## src/rtl/eth_tx_framer.sv

```systemverilog
// Ethernet II transmit framer: wraps a payload byte stream with preamble/SFD, zero pad,
// CRC32 FCS and inter-frame gap, producing registered GMII-style byte outputs.
module eth_tx_framer #(
    parameter int PREAMBLE_LEN = 7,
    parameter int MIN_PAYLOAD  = 60,
    parameter int MAX_PAYLOAD  = 1514,
    parameter int IFG_BYTES    = 12
) (
    input  logic       clk125,
    input  logic       rst_n,
    input  logic [7:0] s_data,
    input  logic       s_valid,
    input  logic       s_last,
    output logic       s_ready,
    output logic [7:0] gmii_txd,
    output logic       gmii_txen,
    output logic       gmii_txer,
    output logic       busy
);
    localparam logic [10:0] PRE_LAST = 11'(PREAMBLE_LEN - 1);
    localparam logic [10:0] MIN_LEN  = 11'(MIN_PAYLOAD);
    localparam logic [10:0] MAX_LEN  = 11'(MAX_PAYLOAD);
    localparam logic [10:0] IFG_LAST = 11'(IFG_BYTES - 1);
    localparam logic [31:0] CRC_POLY = 32'hEDB88320;

    typedef enum logic [3:0] {
        S_IDLE, S_PRE, S_SFD, S_DATA, S_PAD, S_FCS, S_ERR, S_DRAIN, S_IFG
    } state_e;

    state_e      state_q, state_d;
    logic [10:0] cnt_q, cnt_d;
    logic [31:0] crc_q, crc_d;
    logic [7:0]  txd_q, txd_d;
    logic        txen_q, txen_d;
    logic        txer_q, txer_d;
    logic [10:0] cnt_inc;
    logic [31:0] fcs_shift;

    function automatic logic [31:0] crc_next(input logic [31:0] crc, input logic [7:0] data);
        logic [31:0] c;
        c = crc ^ {24'h0, data};
        for (int i = 0; i < 8; i++) c = c[0] ? ((c >> 1) ^ CRC_POLY) : (c >> 1);
        return c;
    endfunction

    assign cnt_inc   = cnt_q + 11'd1;
    // FCS goes out as ~crc, least-significant byte first; cnt_q indexes the byte
    assign fcs_shift = ~crc_q >> {cnt_q[1:0], 3'b000};

    always_comb begin
        state_d = state_q;
        cnt_d   = cnt_q;
        crc_d   = crc_q;
        txd_d   = 8'h00;
        txen_d  = 1'b0;
        txer_d  = 1'b0;
        case (state_q)
            S_IDLE: begin
                // first preamble byte is launched on the same edge that sees s_valid
                if (s_valid) begin
                    state_d = S_PRE;
                    txd_d   = 8'h55;
                    txen_d  = 1'b1;
                    cnt_d   = 11'd1;
                    crc_d   = '1;
                end
            end
            S_PRE: begin
                txd_d  = 8'h55;
                txen_d = 1'b1;
                cnt_d  = cnt_inc;
                if (cnt_q == PRE_LAST) state_d = S_SFD;
            end
            S_SFD: begin
                txd_d   = 8'hD5;
                txen_d  = 1'b1;
                cnt_d   = '0;
                state_d = S_DATA;
            end
            S_DATA: begin
                txen_d = 1'b1;
                if (s_valid) begin
                    txd_d = s_data;
                    crc_d = crc_next(crc_q, s_data);
                    cnt_d = cnt_inc;
                    if (s_last) begin
                        if (cnt_inc < MIN_LEN) begin
                            state_d = S_PAD;
                        end else begin
                            state_d = S_FCS;
                            cnt_d   = '0;
                        end
                    end else if (cnt_inc == MAX_LEN) begin
                        state_d = S_ERR;
                    end
                end else begin
                    txer_d  = 1'b1;
                    state_d = S_DRAIN;
                end
            end
            S_PAD: begin
                txen_d = 1'b1;
                crc_d  = crc_next(crc_q, 8'h00);
                cnt_d  = cnt_inc;
                if (cnt_inc == MIN_LEN) begin
                    state_d = S_FCS;
                    cnt_d   = '0;
                end
            end
            S_FCS: begin
                txd_d  = fcs_shift[7:0];
                txen_d = 1'b1;
                cnt_d  = cnt_inc;
                if (cnt_q[1:0] == 2'd3) begin
                    state_d = S_IFG;
                    cnt_d   = '0;
                end
            end
            S_ERR: begin
                txen_d  = 1'b1;
                txer_d  = 1'b1;
                state_d = S_DRAIN;
            end
            S_DRAIN: begin
                if (s_valid && s_last) begin
                    state_d = S_IFG;
                    cnt_d   = '0;
                end
            end
            S_IFG: begin
                cnt_d = cnt_inc;
                if (cnt_q == IFG_LAST) state_d = S_IDLE;
            end
            default: state_d = S_IDLE;
        endcase
    end

    always_ff @(posedge clk125 or negedge rst_n) begin
        if (!rst_n) begin
            state_q <= S_IDLE;
            cnt_q   <= '0;
            crc_q   <= '1;
            txd_q   <= 8'h00;
            txen_q  <= 1'b0;
            txer_q  <= 1'b0;
        end else begin
            state_q <= state_d;
            cnt_q   <= cnt_d;
            crc_q   <= crc_d;
            txd_q   <= txd_d;
            txen_q  <= txen_d;
            txer_q  <= txer_d;
        end
    end

    assign s_ready   = (state_q == S_DATA) || (state_q == S_DRAIN);
    assign busy      = (state_q != S_IDLE);
    assign gmii_txd  = txd_q;
    assign gmii_txen = txen_q;
    assign gmii_txer = txer_q;
endmodule

```

## config.mk

```make
export PLATFORM = sky130hd
export DESIGN_NAME = eth_tx_framer
export DESIGN_NICKNAME = d
export VERILOG_FILES = /design/src/rtl/eth_tx_framer.sv
export SDC_FILE = /design/constraint.sdc
export NUM_CORES = 1
export LEC_CHECK = 0
export BUFFER_PORTS_ARGS = -buffer_cell sky130_fd_sc_hd__buf_2
export CAP_MARGIN = 20
export CORE_MARGIN = 2
export CORE_UTILIZATION = 57
export DETAILED_ROUTE_END_ITERATION = 7
export GPL_TIMING_DRIVEN = 0
export PLACE_DENSITY = 0.89
export SLEW_MARGIN = 20
export SYNTH_ARGS = -nofsm -noshare
export SYNTH_HDL_FRONTEND = slang
export SYNTH_SLANG_ARGS = --single-unit
```

## constraint.sdc

```tcl
create_clock -name clk125 -period 2.6 [get_ports clk125]
set_input_delay 0.13 -clock clk125 [delete_from_list [all_inputs] [get_ports clk125]]
set_output_delay 0.13 -clock clk125 [all_outputs]
set_load 0.05 [all_outputs]
```

=== After elaboration in Yosys (flattened, before gate mapping) ===
Cells that the tools add are included.

* Word-level logic and storage cells: 104
* Output and inout bits: 12
* Flip-flop bits (word level): 57
* Bits of input ports: 12

* Reduce and logical (&&, ||, !) cells: 11
* Muxes and demuxes: 45
* Bitwise gates (word level): 18
* Eq/ne operators: 21
* Add/sub/neg operators: 1
* Shift operators: 1
* Order comparisons: 1

{| class="wikitable"
|+ Operators by type and width
! kind !! number
|-
| two-way mux 32 bit || 18
|-
| inverter 13 -> 14 bit || 16
|-
| one-hot mux 32 bit (3 select lines) || 1
|-
| two-way mux 11 bit || 7
|-
| one-hot mux 11 bit (7 select lines) || 1
|-
| one-hot mux 8 bit (5 select lines) || 1
|-
| two-way mux 4 bit || 9
|-
| one-hot mux 4 bit (9 select lines) || 1
|-
| inverter 32 bit || 1
|-
| >> shifter 32 x 5 -> 8 bit || 1
|-
| XOR 32 x 8 -> 32 bit || 1
|-
| == test 4 x 3 -> 1 bit (second input constant) || 4
|-
| inequality test 2 bit (second input constant) || 7
|-
| adder 11 x 1 -> 11 bit (second input constant) || 1
|-
| == test 11 bit (second input constant) || 1
|-
| == test 11 x 3 -> 1 bit (second input constant) || 1
|-
| == test 11 x 4 -> 1 bit (second input constant) || 1
|-
| == test 11 x 6 -> 1 bit (second input constant) || 1
|-
| < comparator 11 x 6 -> 1 bit (second input constant) || 1
|-
| == test 4 x 2 -> 1 bit (second input constant) || 2
|-
| two-way mux 8 bit || 1
|-
| two-way mux 7 bit || 1
|-
| AND reduction 7 bit || 1
|-
| nonzero test 7 bit || 1
|-
| other kinds (15) || 18
|}

=== Depth between registers and ports, before layout ===
* Depth after elaboration: 19
* Mapped depth: 10

=== Least setup slack after synthesis ===
OpenSTA, ideal clock, no wires.

* Kind: register to register
* Start point: register cnt_q[6]
* End point: register state_q[0]
* Slack: 0.115 ns
* Buffers on the path: 0
* Period minus slack after synthesis: 2.485 ns
* Cell stages (with the launch flop): 8
* Data arrival time: 2.357 ns
* Cells stage by stage: dfrtp_1 or3_1 or4_4 o311ai_2 o21ai_1 a311o_1 nor2_2 mux2_1

* Word-level cells in the longest chain between the ends: 6
* Elaborated cells between the ends (all ways): 15
* Classes of those cells: add/sub (1); order compare (1); eq/ne (8); mux (4); reduce/logical (1)

{| class="wikitable"
|+ RTL lines
! element !! RTL line !! RTL
|-
| from (decl) || 31 || <nowiki>logic [10:0] cnt_q, cnt_d;</nowiki>
|-
| from (signal assigned) || 148 || <nowiki>cnt_q <= cnt_d;</nowiki>
|-
| adder 11 x 1 -> 11 bit || 46 || <nowiki>assign cnt_inc = cnt_q + 11'd1;</nowiki>
|-
| < comparator 11 x 6 -> 1 bit || 87 || <nowiki>if (cnt_inc < MIN_LEN) begin</nowiki>
|-
| two-way mux 1 bit || 87 ||
|-
| two-way mux 4 bit || 86 || <nowiki>if (s_last) begin</nowiki>
|-
| two-way mux 4 bit || 82 || <nowiki>if (s_valid) begin</nowiki>
|-
| one-hot mux 4 bit (9 select lines) || 57 || <nowiki>case (state_q)</nowiki>
|-
| to (signal assigned) || 147 || <nowiki>state_q <= state_d;</nowiki>
|-
| to (decl) || 30 || <nowiki>state_e state_q, state_d;</nowiki>
|}

Several ways; a longest one is shown, not always the timed one.
A chain may end at the register's enable or synchronous reset.

=== Worst setup path after layout ===
Same ends and word-level chain as after synthesis.

==> flow_results.org <==
** Die
- Initial core utilization :: 59.1%
- In this run the count of I/O pins placed on the die edge is 24.
- The floorplan step defined a die boundary enclosing 0.00927 mm^2.
- After floorplanning, the core was divided into 33 placement rows.
- Die width :: 96.3 um
- The floorplan step set the die height to 96.3 um.
- Area of the placeable core :: 0.00822 mm^2

** Timing
- In the final timing run, aggregate negative setup slack is 0 ns.
- The final critical path takes up 99.4% of the cycle.
- Across all hold checks on the routed design, the worst slack comes to 0.0727 ns.
- The max-slew violation total from the final report came to 0.
- Hold Vio Cnt, Final :: 0
- Setup repair after global routing missed its margin :: yes
- Post-layout minimum cycle time :: 2.58 ns
- Final Skew :: 0.0161 ns
- Final count of negative-setup-slack endpoints :: 0
- Measured against its own limit, the worst slew margin works out to 46.5%.
- Worst Tran Pin Value :: 0.796 ns
- Highest clock frequency the design can meet :: 387 MHz

** Synthesis
- The largest total area in the synthesized netlist belongs to sky130_fd_sc_hd__dfstp_2.
- Yosys attributes the largest share of cell area to sky130_fd_sc_hd__dfstp_2 17%, sky130_fd_sc_hd__xnor2_1 16%, sky130_fd_sc_hd__dfrtp_1 13%, sky130_fd_sc_hd__xor2_1 5.1%, sky130_fd_sc_hd__mux4_2 3.7%.
- After synthesis, the largest family of logic cells by area is XOR/XNOR gates.
- Fraction of synthesized area in multiplexers :: 4.77%
- Compound-gate portion of the synthesized area :: 20.9%
- In this run the cell area of the synthesized design comes to 0.00485 mm^2.
- Most instantiated flip-flop cell in the synthesis netlist :: sky130_fd_sc_hd__dfstp_2
- Post-synthesis share of cell area spent on xor and xnor gates :: 24.9%
- In the synthesized netlist, the number of instances is 525.
- Yosys mapped the design onto 72 distinct sky130hd cell types.
- Sequential cells were found to cover 30.2% of the synthesized design area.
- Summing the areas of all fa, ha and maj instances in the mapped netlist gives 1.03% of the synthesized area.
- Of the total synthesized cell area, the portion taken by AND, OR, NAND and NOR gates is 13.8%.
- Number of flops mapped to enable cells by yosys :: 0
- Synthesis inferred 57 register bits.
- Share of synthesized flip-flops with an asynchronous set or reset :: 100%
- A synthesized cell averages 9.24 um^2.
- Summed over its instances, the top area cell type makes up 17.3% of the synthesized netlist area.
- Counting every net in the synthesized netlist gives 541.
- Yosys printed 0 warnings.

** Placed design
- Input and output buffers added on the ports amount to 21.
- Weighted congestion reported at the end of routability-driven placement :: 1.02
- Detail Placement HPWL :: 9860 um

** Detailed routing
- Dividing the detail-routed wire length by the instance count gives 22.0 um.
- Dividing the detail-routed via count by the number of cells gives 6.77.
- Detailed-route DRC error count :: 1
- Total Routed Length :: 15000 um
- Wire segments on met2 add up to 7160 um in the final route.
- After detailed routing, no signal wire sits above met4.
- Number of detailed-route iterations in the first pass :: 8
- Met3 wire length :: 1540 um
- DR vias :: 4617
- Final antenna-violating net count :: 0
- The detailed router finished its first iteration with 612 violations.
- Post-route met1 wirelength :: 5550 um

** Critical path
- Type of element capturing the critical path :: flip-flop
- Maximum fanout along the worst path :: 4
- At the worst endpoint, the arrival time is 2.83 ns.
- Setup CP Type :: reg2reg
- R2R setup slack :: 0.02 ns
- The worst setup path is launched from a flip-flop.
- Required time of the critical path :: 2.85 ns

** Layout
- Post-Route Utilization :: 69.0%
- 0 antenna diodes ended up in the layout.
- In the layout the commonest cells are 88 x sky130_fd_sc_hd__xnor2_1, 40 x sky130_fd_sc_hd__nand2_1, 37 x sky130_fd_sc_hd__nor2_1.
- Of the cells placed in the final design, the portion with a size suffix greater than 1 is 28.2%.
- The library cell used most frequently in the layout, excluding fill and tap cells, is sky130_fd_sc_hd__xnor2_1.
- From synthesis to final layout, the design area changed by 16.8%.
- The final layout contains 588 nets.

** Run status
- The run finished, with violations left.
- Violated checks :: design-rule violations

** Worst hold path
- The min-delay analysis places its worst path in the category in2reg.

** GRT
- Global routing finished with a remaining overflow of 0.
- Vias in the first global route :: 4302
- Largest net degree at the start of global routing :: 58
- Global routing used 33.0% of the available tracks.
- The first global-routing pass estimated 22600 um of wire.
- The number of antenna violations at the first check in global routing came to 0.

** CTS
- For the worst-skew pair, the clock arrives at the later sink with an insertion delay of 0.36 ns.
- Clock Sink Count :: 57
- Cell at the root of the clock tree :: sky130_fd_sc_hd__clkbuf_8
- TritonCTS built the clock tree.
- Number of clock buffers inserted by TritonCTS :: 9
- Counting along the longest clock path gives a buffer depth of 2.
- Number of H-tree levels :: 3
- After clock tree synthesis, the clock-pin slew on the worst setup and hold paths is 0.08 ns.

** Flow run
- Number of max-cap violations :: 0
-- synthesized netlist by cell type (5+ instances only) --
cell and n:
sky130_fd_sc_hd__dfrtp_1 25, sky130_fd_sc_hd__o21a_1 18, sky130_fd_sc_hd__o211ai_1 7, sky130_fd_sc_hd__xnor2_1 91, sky130_fd_sc_hd__inv_1 10, sky130_fd_sc_hd__mux4_2 8
sky130_fd_sc_hd__buf_2 8, sky130_fd_sc_hd__a211oi_1 6, sky130_fd_sc_hd__xor2_1 28, sky130_fd_sc_hd__nand2_1 40, sky130_fd_sc_hd__o21ai_0 20, sky130_fd_sc_hd__a21oi_1 21
sky130_fd_sc_hd__clkbuf_1 26, sky130_fd_sc_hd__o221ai_1 19, sky130_fd_sc_hd__dfstp_2 32, sky130_fd_sc_hd__nor2_1 40, sky130_fd_sc_hd__nand3_1 7, sky130_fd_sc_hd__nor2b_1 6
sky130_fd_sc_hd__o22ai_1 5, sky130_fd_sc_hd__and3_1 5, sky130_fd_sc_hd__and2_1 6
-- final cells by class --
class	instances	area [um^2]
fill	598	2550
buffer	38	188
clock buffer	11	141
multi-input combinational	418	3360
inverter	10	37.5
timing repair buffer	38	238
sequential	57	1470
tap	105	131
clock inverter	5	103
-- worst max-delay path, stage by stage, from the launching register on --
cell and delay, ns:
sky130_fd_sc_hd__dfrtp_2 0.44, sky130_fd_sc_hd__or3_4 0.39, sky130_fd_sc_hd__or4_4 0.46, sky130_fd_sc_hd__o311ai_4 0.27, sky130_fd_sc_hd__o21ai_1 0.10, sky130_fd_sc_hd__a311o_2 0.39
sky130_fd_sc_hd__nor2_2 0.11, sky130_fd_sc_hd__mux2_4 0.30
-- kinds of logic after synthesis --
logic type / count (synthesis)
multiplexers: 13
AO/OA/AOI/OAI: 138
flip-flops: 57
XOR/XNOR: 127
AND/OR/NAND/NOR: 136
adder cells (fa/ha/maj): 4
buffers and inverters: 50
-- flip-flops by register name (all words and copies together), names as in the netlist --
signal / count
gmii_txen: 1
cnt_q: 11
gmii_txer: 1
crc_q: 32
gmii_txd: 8
state_q: 4
-- final timing paths --
| path | startpoint | to | depth (start not counted) |
|---|---|---|---|
| worst min register to register | crc_q[31]$_DFFE_PN1P_ | crc_q[31]$_DFFE_PN1P_ | 2 |
| worst max-delay path | cnt_q[6]$_DFFE_PN0P_ | state_q[0]$_DFFE_PN0P_ | 7 |
| max in group asynchronous | rst_n | cnt_q[9]$_DFFE_PN0P_ | 2 |
| min in group asynchronous | rst_n | gmii_txd[7]$_DFF_PN0_ | 2 |
| worst min-delay path | s_data[3] | gmii_txd[3]$_DFF_PN0_ | 3 |
| worst max register to register | cnt_q[6]$_DFFE_PN0P_ | state_q[0]$_DFFE_PN0P_ | 7 |
-- routing by layer --
metal  track usage, %  vias up
li1                 -     1968
met1             42.0     2226
met2             52.1      335
met3             7.91       88
met4             17.1        0
met5                0        -
-- what timing repair did --
action,CTS,global route
setup buffers,3,13
resized for setup,25,38
hold buffers,1,0
pin swaps,5,5
setup endpoints to repair,43,46
hold endpoints to repair,25,0
-- per-stage QoR --
step | cell area (um^2) | cells | worst slack, ns
2_1_floorplan | 4850 | 525 | 0.115
3_3_place_gp | 5090 | 651 | -0.320
3_5_place_dp | 5090 | 651 | -0.369
4_1_cts | 5460 | 670 | -0.0462
5_1_grt | 5670 | 682 | -0.0158
6_report | 5670 | 682 | 0.0158
Power is left out: the tool's default activity adds up to more than one toggle a clock period on the data nets, which glitch-free logic cannot reach.
